`src/rtl/game_controller.sv`:
```
// Purpose: game sequencer (IDLE -> COUNTDOWN -> PLAY -> OVER) with shared tick prescaler and hit scoring.
// Latency: start edge / hit take effect one cycle after being sampled; status outputs decode registered state.
// Backpressure: none; start_game and hit are sampled every cycle and ignored in states that do not use them.
// Optional feature macro: GAME_HIGH_SCORE_EN adds high_score / new_record outputs.
module game_controller #(
    parameter int TICK_DIV    = 100_000_000,
    parameter int COUNT_TICKS = 3,
    parameter int ROUND_TICKS = 30,
    parameter int SCORE_W     = 8
) (
    input  logic               clk,
    input  logic               game_reset,
    input  logic               start_game,
    input  logic               hit,
    output logic               game_flag,
    output logic               game_over,
    output logic [1:0]         state,
    output logic               tick,
    output logic [3:0]         countdown,
    output logic [7:0]         time_left,
    output logic [SCORE_W-1:0] score
`ifdef GAME_HIGH_SCORE_EN
    ,
    output logic [SCORE_W-1:0] high_score,
    output logic               new_record
`endif
);

    localparam int DIV_W = $clog2(TICK_DIV);
    localparam logic [DIV_W-1:0] DIV_LAST = DIV_W'(TICK_DIV - 1);

    typedef enum logic [1:0] {
        S_IDLE      = 2'd0,
        S_COUNTDOWN = 2'd1,
        S_PLAY      = 2'd2,
        S_OVER      = 2'd3
    } state_t;

    state_t             state_q;
    state_t             state_d;
    logic               start_q;
    logic               start_edge;
    logic               running;
    logic [DIV_W-1:0]   div_cnt;
    logic [DIV_W-1:0]   div_cnt_d;
    logic [3:0]         countdown_d;
    logic [7:0]         time_left_d;
    logic [SCORE_W-1:0] score_d;

    // start_q resets high so a button held through reset is not seen as a press
    assign start_edge = start_game & ~start_q;
    assign running    = (state_q == S_COUNTDOWN) || (state_q == S_PLAY);
    assign tick       = running && (div_cnt == DIV_LAST);

    // Status outputs are pure decodes of the state register
    assign state     = state_q;
    assign game_flag = (state_q == S_PLAY);
    assign game_over = (state_q == S_OVER);

    // Next-state, counter loads and scoring
    always_comb begin
        state_d     = state_q;
        countdown_d = countdown;
        time_left_d = time_left;
        score_d     = score;
        case (state_q)
            S_IDLE, S_OVER: begin
                if (start_edge) begin
                    state_d     = S_COUNTDOWN;
                    countdown_d = 4'(COUNT_TICKS);
                    time_left_d = 8'(ROUND_TICKS);
                    score_d     = '0;
                end
            end
            S_COUNTDOWN: begin
                if (tick) begin
                    countdown_d = countdown - 4'd1;
                    if (countdown == 4'd1) begin
                        state_d = S_PLAY;
                    end
                end
            end
            S_PLAY: begin
                // a hit on the final tick cycle is still counted
                if (hit && (score != '1)) begin
                    score_d = score + SCORE_W'(1);
                end
                if (tick) begin
                    time_left_d = time_left - 8'd1;
                    if (time_left == 8'd1) begin
                        state_d = S_OVER;
                    end
                end
            end
            default: state_d = S_IDLE;
        endcase

        // prescaler restarts on every state change so each phase gets whole ticks
        if ((state_d != state_q) || !running || tick) begin
            div_cnt_d = '0;
        end else begin
            div_cnt_d = div_cnt + DIV_W'(1);
        end
    end

`ifdef GAME_HIGH_SCORE_EN
    logic [SCORE_W-1:0] high_score_d;
    logic               new_record_d;

    // Record check on round end using the final score including a same-cycle hit
    always_comb begin
        high_score_d = high_score;
        new_record_d = new_record;
        if ((state_q == S_PLAY) && (state_d == S_OVER)) begin
            if (score_d > high_score) begin
                high_score_d = score_d;
                new_record_d = 1'b1;
            end else begin
                new_record_d = 1'b0;
            end
        end else if ((state_q == S_OVER) && (state_d != S_OVER)) begin
            new_record_d = 1'b0;
        end
    end

    // High score persists across rounds; only reset clears it
    always_ff @(posedge clk) begin
        if (game_reset) begin
            high_score <= '0;
            new_record <= 1'b0;
        end else begin
            high_score <= high_score_d;
            new_record <= new_record_d;
        end
    end
`endif

    // State and datapath registers with synchronous reset
    always_ff @(posedge clk) begin
        if (game_reset) begin
            state_q   <= S_IDLE;
            start_q   <= 1'b1;
            div_cnt   <= '0;
            countdown <= '0;
            time_left <= '0;
            score     <= '0;
        end else begin
            state_q   <= state_d;
            start_q   <= start_game;
            div_cnt   <= div_cnt_d;
            countdown <= countdown_d;
            time_left <= time_left_d;
            score     <= score_d;
        end
    end

endmodule

```
`config.mk`:
```
export PLATFORM = sky130hd
export DESIGN_NAME = game_controller
export DESIGN_NICKNAME = d
export VERILOG_FILES = /design/src/rtl/game_controller.sv
export SDC_FILE = /design/constraint.sdc
export NUM_CORES = 1
export LEC_CHECK = 0
export BUFFER_PORTS_ARGS = -buffer_cell sky130_fd_sc_hd__buf_2
export CORE_MARGIN = 2
export CORE_UTILIZATION = 50
export DETAILED_ROUTE_END_ITERATION = 10
export PLACE_DENSITY = 0.7
export SKIP_LAST_GASP = 1
export SLEW_MARGIN = 20
export SYNTH_ARGS = -nofsm -noshare
export SYNTH_HDL_FRONTEND = slang
export SYNTH_SLANG_ARGS = --single-unit
```
`constraint.sdc`:
```
create_clock -name clk -period 5.3 [get_ports clk]
set_input_delay 0.265 -clock clk [delete_from_list [all_inputs] [get_ports clk]]
set_output_delay 0.265 -clock clk [all_outputs]
set_load 0.05 [all_outputs]
```
# Word level (Yosys, flattened, before mapping)
# Index checks and enable logic that the tools add are counted.
# word_totals
regBits	50
output_inout_bits	25
word_cells	53
# op_classes
add_sub_neg	4
n_eq_ne	12
mux	15
n_bitwise	2
reduce_logical	14
# op_table
operator	count
8-bit 2-to-1 mux	4
8-bit one-hot mux with 2 select lines	2
27-bit by 1-bit adder with 27-bit output (second input constant)	1
27-bit == test (second input constant)	1
2-bit 2-to-1 mux	5
3-bit AND reduction	3
8-bit by 1-bit adder with 8-bit output (second input constant)	1
8-bit by 1-bit == test with 1-bit output (second input constant)	1
4-bit 2-to-1 mux	2
8-bit != test (second input constant)	1
4-bit one-hot mux with 2 select lines	1
8-bit by 1-bit subtractor with 8-bit output (second input constant)	1
2-bit one-hot mux with 3 select lines	1
2-bit == test (second input constant)	2
4-bit by 1-bit == test with 1-bit output (second input constant)	1
2-bit by 1-bit != test with 1-bit output (second input constant)	2
2-bit != test (second input constant)	2
2-bit nonzero test	2
2-bit OR reduction	2
4-bit by 1-bit subtractor with 4-bit output (second input constant)	1
1-bit logical OR	3
2-bit by 1-bit == test with 1-bit output (second input constant)	1
1-bit logical AND	2
2-bit zero test	1
4 further kinds	4

# Depth between registers and ports, before layout
# Gate-level depths: netlist of run 1.
# depth
word_depth	9
depth_mapped	9
ltp_nobuf	8

# Least setup slack after synthesis of run 1
# OpenSTA, ideal clock, no wires.
# synth_path
path_type	register -> register
from	reg state_q[0], in the netlist state[0]
to	reg time_left[5]
arrival_time_ns	2.753
required_time_ns	5.177
setup_slack_ns	2.424
path_stages_with_launch	10
n_path_buf	1
period_less_slack_ns	2.876
path_cell_list	dfxtp_1 -> inv_1 -> ha_1 -> nor4bb_1 -> nand4_1 -> or3_1 -> buf_2 -> inv_2 -> nand3_1 -> mux2_1
# synth_between
elab_chain_len	5
elab_cells_between_ends	12
classes_between	5 x eq/ne; 1 x mux; 6 x reduce/logical
# synth_rtl
element	line_no	source
start, declared	39	state_t state_q;
start signal, assigned	148	state_q <= state_d;
2-bit by 1-bit == test with 1-bit output / 2-bit == test (equally long branches)	52	assign running = (state_q == S_COUNTDOWN) || (state_q == S_PLAY);
1-bit logical OR *	52	
1-bit logical AND *	53	assign tick = running && (div_cnt == DIV_LAST);
net tick	18	output logic tick,
2-bit by 1-bit != test with 1-bit output (no line) *	-	
3-bit AND reduction (no line) *	-	
end signal, assigned	152	time_left <= time_left_d;
end, declared	20	output logic [7:0] time_left,
# Mark *: on every way through the listed nets, which the timed path passes. The rest lies on a longest branch.
# A chain may end at the register's enable or synchronous reset.

# Worst setup path in the final report of run 1
# layout_path
from	reg state_q[0], in the netlist state[0]
to	out tick
# layout_between
elab_chain_len	3
elab_cells_between_ends	4
classes_between	2 x eq/ne; 2 x reduce/logical
# layout_rtl
element	line_no
2-bit by 1-bit == test with 1-bit output / 2-bit == test (equally long branches)	52
1-bit logical OR *	52
1-bit logical AND *	53
end, declared	18
# Mark *: on every way between the ends. The rest lies on a longest branch, timed or not.

==> impl_metrics.csv, run 1 <==
group,metric,value,unit
hold_path,hold_class,"primary input to register",
run,drv_cap,0,
timing,final-hold-violation-count,0,
synthesis,ys_types,49,
floorplanning,die_area,5539,um^2
route,drtIter0Drc,109,
cts,cts_tree,"done",
synthesis,synth_top_area_share,40.36,%
cts,cts-hold-fix-buffers,0,
setup_path,rr_worst_depth,7,
cts,cts_max_level,2,
synthesis,synth-simple-area-share,28.36,%
cells_and_area,layout-drive-gt1-share,13.84,%
outcome,status,"finished, final reports clean",
timing,slew_violations,0,
route,route.detailed.wl_per_inst,12.96,um
setup_path,path_class,"register to primary output",
synthesis,synth_ff_type,"dfxtp_1",
timing,fin_skew,0.009418,ns
route,ant_nets,0,
timing,maxSlewHeadroom,31.18,%
route,drt-total-wl,4.989,mm
placed_design,dp_cells,377,
placed_design,io_buffers,28,
placed_design,gp_congestion,0.7895,
timing,timing.final.ws_setup,2.235,ns
synthesis,synth-edff-count,0,
setup_path,crit_end,"tick",
global_routing,antenna_found_initial,0,
setup_path,cp-end-kind,"primary output",
power,vdd_drop_max,0.1290,mV
global_routing,met1_usage,25.75,%
timing,period_needed,3.065,ns
synthesis,synth_xor_xnor_area_share,10.24,%
timing,finalSetupViolations,0,
setup_path,r2r_slack,2.26,ns
setup_path,critical_path_required,5.04,ns
global_routing,global_route.usage.met2,29.30,%
synthesis,synth_mux_area_share,0.9082,%
setup_path,rr_endpoint,"div_cnt[21]",
global_routing,grt_pass1_wl,8.280,mm
power,power,0.8285,mW
route,num_vias,2115,
placed_design,preCtsSetupSlack,2.258,ns
power,p_leak,1.007,nW
floorplanning,initial_core_util,52.16,%
timing,rsz0062_at_grt,"no",
power,power_frac_comb,23.2,%
cts,cts_made_buffers,5,
cts,clock-root-buffer,"clkbuf_8",
cells_and_area,area_growth,10.90,%
route,drt_pass1_iterations,4,
cts,cts_resized,0,
cells_and_area,finalNonFillerCells,385,
synthesis,synthCells,291,
power,seq_power_share,49.7,%
global_routing,grt-ovfl-total,0,
synthesis,ys_ff_latch,50,
setup_path,crit_path_start_kind,"register",
synthesis,yosys_warnings,0,
placed_design,dp_hpwl,3.525,mm
cts,clk_pin_slew_worst_paths,0.08,ns
route,drc,0,
synthesis,synthTopCellsByArea,"dfxtp_1 40%, nor2_1 7.1%, xor2_1 6.7%",
floorplanning,row_count,25,
cts,clkLatencyLatePin,0.30,ns
global_routing,grt_pass1_vias,1851,
cells_and_area,finalNetCount,330,
synthesis,synth_compound_area_share,11.65,%
synthesis,syn-cell-area,2480,um^2
synthesis,synth-async-reset-ratio,0,%
timing,setup_tns,0,ns
power,switching_share,33.35,%
floorplanning,die_w,74.43,um
power,power.switching,0.2763,mW
route,viasPerCell,5.494,
setup_path,startpoint,"state[0]",
cts,postCtsSetupBuffers,0,
timing,clock.fmax,0.3263,GHz
setup_path,crit_arrival,2.80,ns
power,powerDensity,301.3,nW/um^2
setup_path,rr_startpoint,"state[0]",
global_routing,grt_start_max_net_pins,28,
power,p_int,0.5522,mW
timing,timing_worst_slew_pin_value,1.023,ns
global_routing,top_usage_layer,"met2",
cts,clock_path_buffers,2,
synthesis,yosysSeqAreaShare,40.36,%
floorplanning,die_h,74.43,um
timing,period_share,57.83,%
global_routing,grtUsageMet3,5.149,%
synthesis,synth_nets,304,
power,p_clk_share,27.1,%
synthesis,yosysTopAreaCell,"dfxtp_1",
floorplanning,fp.coreArea,4755,um^2
synthesis,synthAdderAreaFrac,4.541,%
synthesis,syn_area_per_cell,8.522,um^2
floorplanning,ios,29,
global_routing,track_usage,18.97,%
cts,cts_sinks,50,
setup_path,worstPathMaxFanout,11,
cells_and_area,antennaDiodeCount,0,
synthesis,synth_top_family_by_area,"simple AND/OR/NAND/NOR gates",
## synth_stat cells (2+ instances only)
library cell and number:
a31oi_1 2, o31ai_1 2, dfxtp_1 50, buf_2 3, xor2_1 19, and4_1 3, a211oi_1 5, nor4_1 7
a21oi_1 9, or3_1 4, inv_1 13, nor2b_1 3, nand4_1 12, o21ai_0 6, ha_1 9, nor3_1 8
nand3_1 19, and3_1 5, nor2_1 47, or2_2 4, nand2b_1 4, xnor2_1 10, a311oi_1 6, nand2_1 12
clkbuf_1 5
## per-layer routing
layer	share of wire (%)	vias to the layer above
met5	0	-
met4	1.6	0
met3	3.7	9
met2	43	36
met1	52	972
li1	-	1098
## cell families (layout without fill, tap and decap cells)
family | after synthesis | count (layout)
xor gates and xnor gates | 29 | 29
muxes | 2 | 2
buffers and inverters | 23 | 50
AOI/OAI and AO/OA | 41 | 41
and+or+nand+nor | 137 | 137
DFF | 50 | 50
adders and majority gates | 9 | 9
## cell type report
class / instances / area (um^2)
clock buffer: 7 / 86.33
clock inverter: 1 / 5.005
fill: 451 / 2004
inverter: 14 / 52.55
multi-input combinational: 218 / 1381
sequential: 50 / 1001
tap: 67 / 83.83
timing repair buffer: 28 / 140.1
## through the flow
stage / hold WS (ns) / util [%] / area (um^2)
after floorplan: 0.3716 / - / 2480
after global placement: 0.4515 / 55.92 / 2659
after detailed placement: 0.4559 / 55.92 / 2659
after CTS: 0.1965 / 57.84 / 2750
after global routing: 0.2004 / 57.84 / 2750
final: 0.1976 / 57.84 / 2750
## worst max-delay path, cell delays in order, from the launching register on
cell and delay [ns]:
dfxtp_1 0.44, inv_1 0.09, ha_1 0.42, nor4bb_1 0.32
nand4_1 0.21, or3_1 0.53, inv_2 0.20, buf_2 0.29
## worst min path at each step
stage | endpoint | startpoint | slack (ns) | depth (start not counted)
2_1_floorplan | start_q | start_game | 0.37 | 1
3_3_place_gp | div_cnt[0] | div_cnt[0] | 0.45 | 1
3_5_place_dp | div_cnt[0] | div_cnt[0] | 0.46 | 1
6_report | start_q | start_game | 0.20 | 2
5_1_grt | start_q | start_game | 0.20 | 2
4_1_cts | start_q | start_game | 0.20 | 2
## state kept, by name, indices dropped and copies added, names as in the netlist
name / count
time_left: 8
score: 8
div_cnt: 27
state: 2
start_q: 1
countdown: 4
## layout by cell type (no fill, tap or decap), types with 5 or more instances in the layout
cell / n
a211oi_1: 5
a21oi_1: 9
a311oi_1: 6
and3_1: 5
buf_2: 28
clkbuf_8: 6
dfxtp_1: 50
ha_1: 9
inv_1: 13
nand2_1: 12
nand3_1: 19
nand4_1: 12
nor2_1: 47
nor3_1: 8
nor4_1: 7
o21ai_0: 6
xnor2_1: 10
xor2_1: 19
## power groups by stage
stage,Combinational (mW),Clock (mW),Sequential [mW]
2_1_floorplan,0.113,0,0.459
3_3_place_gp,0.190,0,0.420
3_5_place_dp,0.192,0,0.420
4_1_cts,0.192,0.232,0.411
5_1_grt,0.210,0.245,0.415
6_report,0.192,0.225,0.411
(Power assumes the default switching activity.)
==> run 2: changes to the inputs <==
--- a/config.mk
+++ b/config.mk
@@ -5,11 +5,12 @@
 export SDC_FILE = /design/constraint.sdc
 export NUM_CORES = 1
 export LEC_CHECK = 0
+export ABC_AREA = 1
 export BUFFER_PORTS_ARGS = -buffer_cell sky130_fd_sc_hd__buf_2
 export CORE_MARGIN = 2
 export CORE_UTILIZATION = 50
 export DETAILED_ROUTE_END_ITERATION = 10
-export PLACE_DENSITY = 0.7
+export PLACE_DENSITY = 0.72
 export SKIP_LAST_GASP = 1
 export SLEW_MARGIN = 20
 export SYNTH_ARGS = -nofsm -noshare
==> constraint.sdc (replaced) <==
create_clock -name clk -period 2.8 [get_ports clk]
set_input_delay 0.14 -clock clk [delete_from_list [all_inputs] [get_ports clk]]
set_output_delay 0.14 -clock clk [all_outputs]
set_load 0.05 [all_outputs]
==> run 2 against run 1 <==
Clock power up 93%. Register-to-register slack got worse by 1.9 ns. Wire length increased by 4.6%. Critical endpoint is now div_cnt[10]. Setup slack lost 1.8 ns. Clock skew down 0.0033 ns. Hold slack worse by 0.16 ns. Largest power group is now combinational cells. Die area increased by 7.4%. Clock-buffer cell count decreased by 1. First-iteration DRC count rose by 26%.
==> impl_metrics.csv, run 2 <==
group,metric,value,unit
cts,cts-hold-fix-buffers,0,
synthesis,synthAdderAreaFrac,4.210,%
synthesis,syn_area_per_cell,7.153,um^2
cells_and_area,layout-drive-gt1-share,15.56,%
global_routing,grt_pass1_wl,8.970,mm
synthesis,yosysTopAreaCell,"dfxtp_1",
synthesis,post-synth-top-count-cell,"nand2_1",
synthesis,synth_compound_area_share,6.548,%
setup_path,rr_endpoint,"div_cnt[10]",
synthesis,synth_commonest_cells,"64 x nand2_1, 61 x inv_1, 54 x nor2_1",
timing,period_share,85.46,%
setup_path,r2r_slack,0.41,ns
setup_path,critical_path_required,2.98,ns
setup_path,startpoint,"state[0]",
cells_and_area,reg_top3,"div_cnt (27), score (8), time_left (8)",
setup_path,worstPathMaxFanout,27,
synthesis,synth-edff-count,0,
synthesis,synth_ff_type,"dfxtp_1",
route,drtIter0Drc,137,
setup_path,rr_worst_depth,16,
synthesis,synth_top_area_share,37.42,%
global_routing,grt-ovfl-total,0,
cells_and_area,antennaDiodeCount,0,
cts,clkLatencyLatePin,0.30,ns
route,drt_pass1_iterations,4,
timing,period_needed,2.393,ns
synthesis,synthTopCellsByArea,"dfxtp_1 37%, nand2_1 9.0%, inv_1 8.6%",
synthesis,ys_types,33,
timing,fin_skew,0.006162,ns
timing,setup_tns,0,ns
timing,timing_worst_slew_pin_value,0.4807,ns
floorplanning,ios,29,
floorplanning,die_h,77.15,um
global_routing,antenna_found_initial,0,
route,viasPerCell,4.880,
synthesis,yosysSeqAreaShare,37.42,%
synthesis,synth-simple-area-share,32.27,%
placed_design,preCtsSetupSlack,0.3683,ns
setup_path,rr_startpoint,"state[0]",
setup_path,cp-end-kind,"register",
route,route.detailed.wl_per_inst,10.99,um
outcome,status,"finished, final reports clean",
synthesis,synth-async-reset-ratio,0,%
power,vdd_drop_max,0.8047,mV
route,num_vias,2318,
cells_and_area,finalNetCount,417,
placed_design,dp_hpwl,3.866,mm
global_routing,grtUsageMet3,3.294,%
global_routing,grt_pass1_vias,2110,
cells_and_area,largest_register_ff_count,27,
synthesis,syn-cell-area,2675,um^2
power,p_leak,1.224,nW
cts,cts_tree,"done",
cts,cts_made_buffers,5,
synthesis,synthCells,374,
setup_path,crit_arrival,2.57,ns
synthesis,ys_ff_latch,50,
setup_path,crit_path_start_kind,"register",
global_routing,met1_usage,23.37,%
cts,postCtsSetupBuffers,0,
synthesis,synth_mux_area_share,0,%
cts,cts_sinks,50,
synthesis,yosys_warnings,0,
cells_and_area,final_common_cell,"nand2_1",
floorplanning,row_count,26,
global_routing,top_usage_layer,"met2",
cells_and_area,final_cell_mix,"64 x nand2_1, 61 x inv_1, 53 x nor2_1, 50 x dfxtp_1, 28 x buf_2",
route,drc,0,
global_routing,grt_start_max_net_pins,28,
cts,clock_path_buffers,2,
cells_and_area,top_register,"div_cnt",
timing,final-hold-violation-count,0,
route,ant_nets,0,
synthesis,synth_top_family_by_area,"simple AND/OR/NAND/NOR gates",
floorplanning,die_area,5951,um^2
timing,maxSlewHeadroom,67.69,%
timing,slew_violations,0,
floorplanning,die_w,77.15,um
cts,clk_pin_slew_worst_paths,0.09,ns
synthesis,synth_xor_xnor_area_share,9.167,%
placed_design,io_buffers,28,
synthesis,synth_nets,387,
timing,rsz0062_at_grt,"no",
global_routing,global_route.usage.met2,30.87,%
placed_design,gp_congestion,0.8532,
floorplanning,initial_core_util,52.04,%
route,drt-total-wl,5.219,mm
hold_path,hold_class,"primary input to register",
global_routing,track_usage,18.19,%
cells_and_area,area_growth,10.48,%
power,powerDensity,910.3,nW/um^2
timing,finalSetupViolations,0,
setup_path,crit_end,"div_cnt[10]",
run,drv_cap,0,
cts,cts_max_level,2,
timing,clock.fmax,0.4179,GHz
timing,timing.final.ws_setup,0.4072,ns
setup_path,path_class,"register to register",
cts,clock-root-buffer,"clkbuf_8",
floorplanning,fp.coreArea,5140,um^2
-- run 2: cell count changes in the layout (fill, tap and decap cells not counted), sizes merged, moves of 4 or more --
| cell | previous run | this run |
|---|---|---|
| a311oi | 6 | 0 |
| inv | 14 | 62 |
| a21oi | 9 | 15 |
| o21ai | 6 | 13 |
| nor2 | 47 | 69 |
| nand2 | 12 | 70 |
| or3 | 4 | 0 |
| and3 | 5 | 1 |
| nand2b | 4 | 0 |
| nand4 | 13 | 6 |
-- run 2: per-stage QoR --
step	utilization, %	hold WS [ns]	total power, mW	instances	instance area, um^2
global route	57.50	0.04133	2.908	475	2955
CTS	57.45	0.03238	2.693	475	2953
global placement	55.60	0.3470	2.242	467	2858
detailed placement	55.60	0.3469	2.254	467	2858
floorplan	-	0.2482	2.052	374	2675
finish	57.50	0.04004	2.690	475	2955
-- run 2: worst min path at each step --
stage / startpoint / endpoint / slack, ns / depth (start not counted)
final: start_game / start_q / 0.04 / 3
after detailed placement: start_game / start_q / 0.35 / 3
after global placement: start_game / start_q / 0.35 / 3
after floorplan: start_game / start_q / 0.25 / 2
after global routing: start_game / start_q / 0.04 / 3
after CTS: start_game / start_q / 0.03 / 3
-- run 2: routing by layer --
layer  part of all wire [%]  up-vias  wire length (um)
met5                      0        -                 0
met4                    1.1        0                55
met3                    4.2        6               219
met2                     47       47              2440
met1                     48     1036              2504
li1                       -     1229                 -
-- run 2: final cells by class --
| type | instances | area (um^2) |
|---|---|---|
| inverters | 62 | 232.7 |
| clock buffers | 6 | 82.58 |
| multi-input cells | 257 | 1399 |
| repair buffers | 28 | 140.1 |
| flip-flops and latches | 50 | 1001 |
| well taps | 70 | 87.58 |
| fillers | 506 | 2185 |
| clock inverters | 2 | 12.51 |
-- run 2: cell families after synthesis --
logic type / Yosys count
XOR/XNOR: 28
AND/OR/NAND/NOR: 187
buffers and inverters: 67
AO/OA/AOI/OAI: 33
adder cells (fa/ha/maj): 9
flip-flops: 50
-- run 2: critical path, cell delays in order, from the launching register on --
cell and delay (ns):
dfxtp_1 0.45, inv_1 0.09, ha_1 0.37, inv_1 0.09, nand2_1 0.05, nor2_1 0.08, nand2_1 0.05, nor2_1 0.18
nand3_1 0.13, nand2_1 0.08, nand2_1 0.06, nand2_2 0.07, nand2_1 0.06, nand2_1 0.08, nand2_2 0.06, nand2_4 0.28
nor2_1 0.07
-- run 2: where the power goes --
| group | internal, mW | switching, mW | total (mW) | leakage, nW |
|---|---|---|---|---|
| logic | 0.363 | 1.01 | 1.37 | 0.772 |
| registers | 0.798 | 0.0847 | 0.883 | 0.405 |
| clock network | 0.199 | 0.236 | 0.435 | 0.0472 |
-- run 2: repair_timing --
| item | CTS | global route |
|---|---|---|
| hold endpoints to repair | 0 | 0 |
| gates resized for setup | 0 | 1 |
| endpoints found under the setup margin | 0 | 1 |
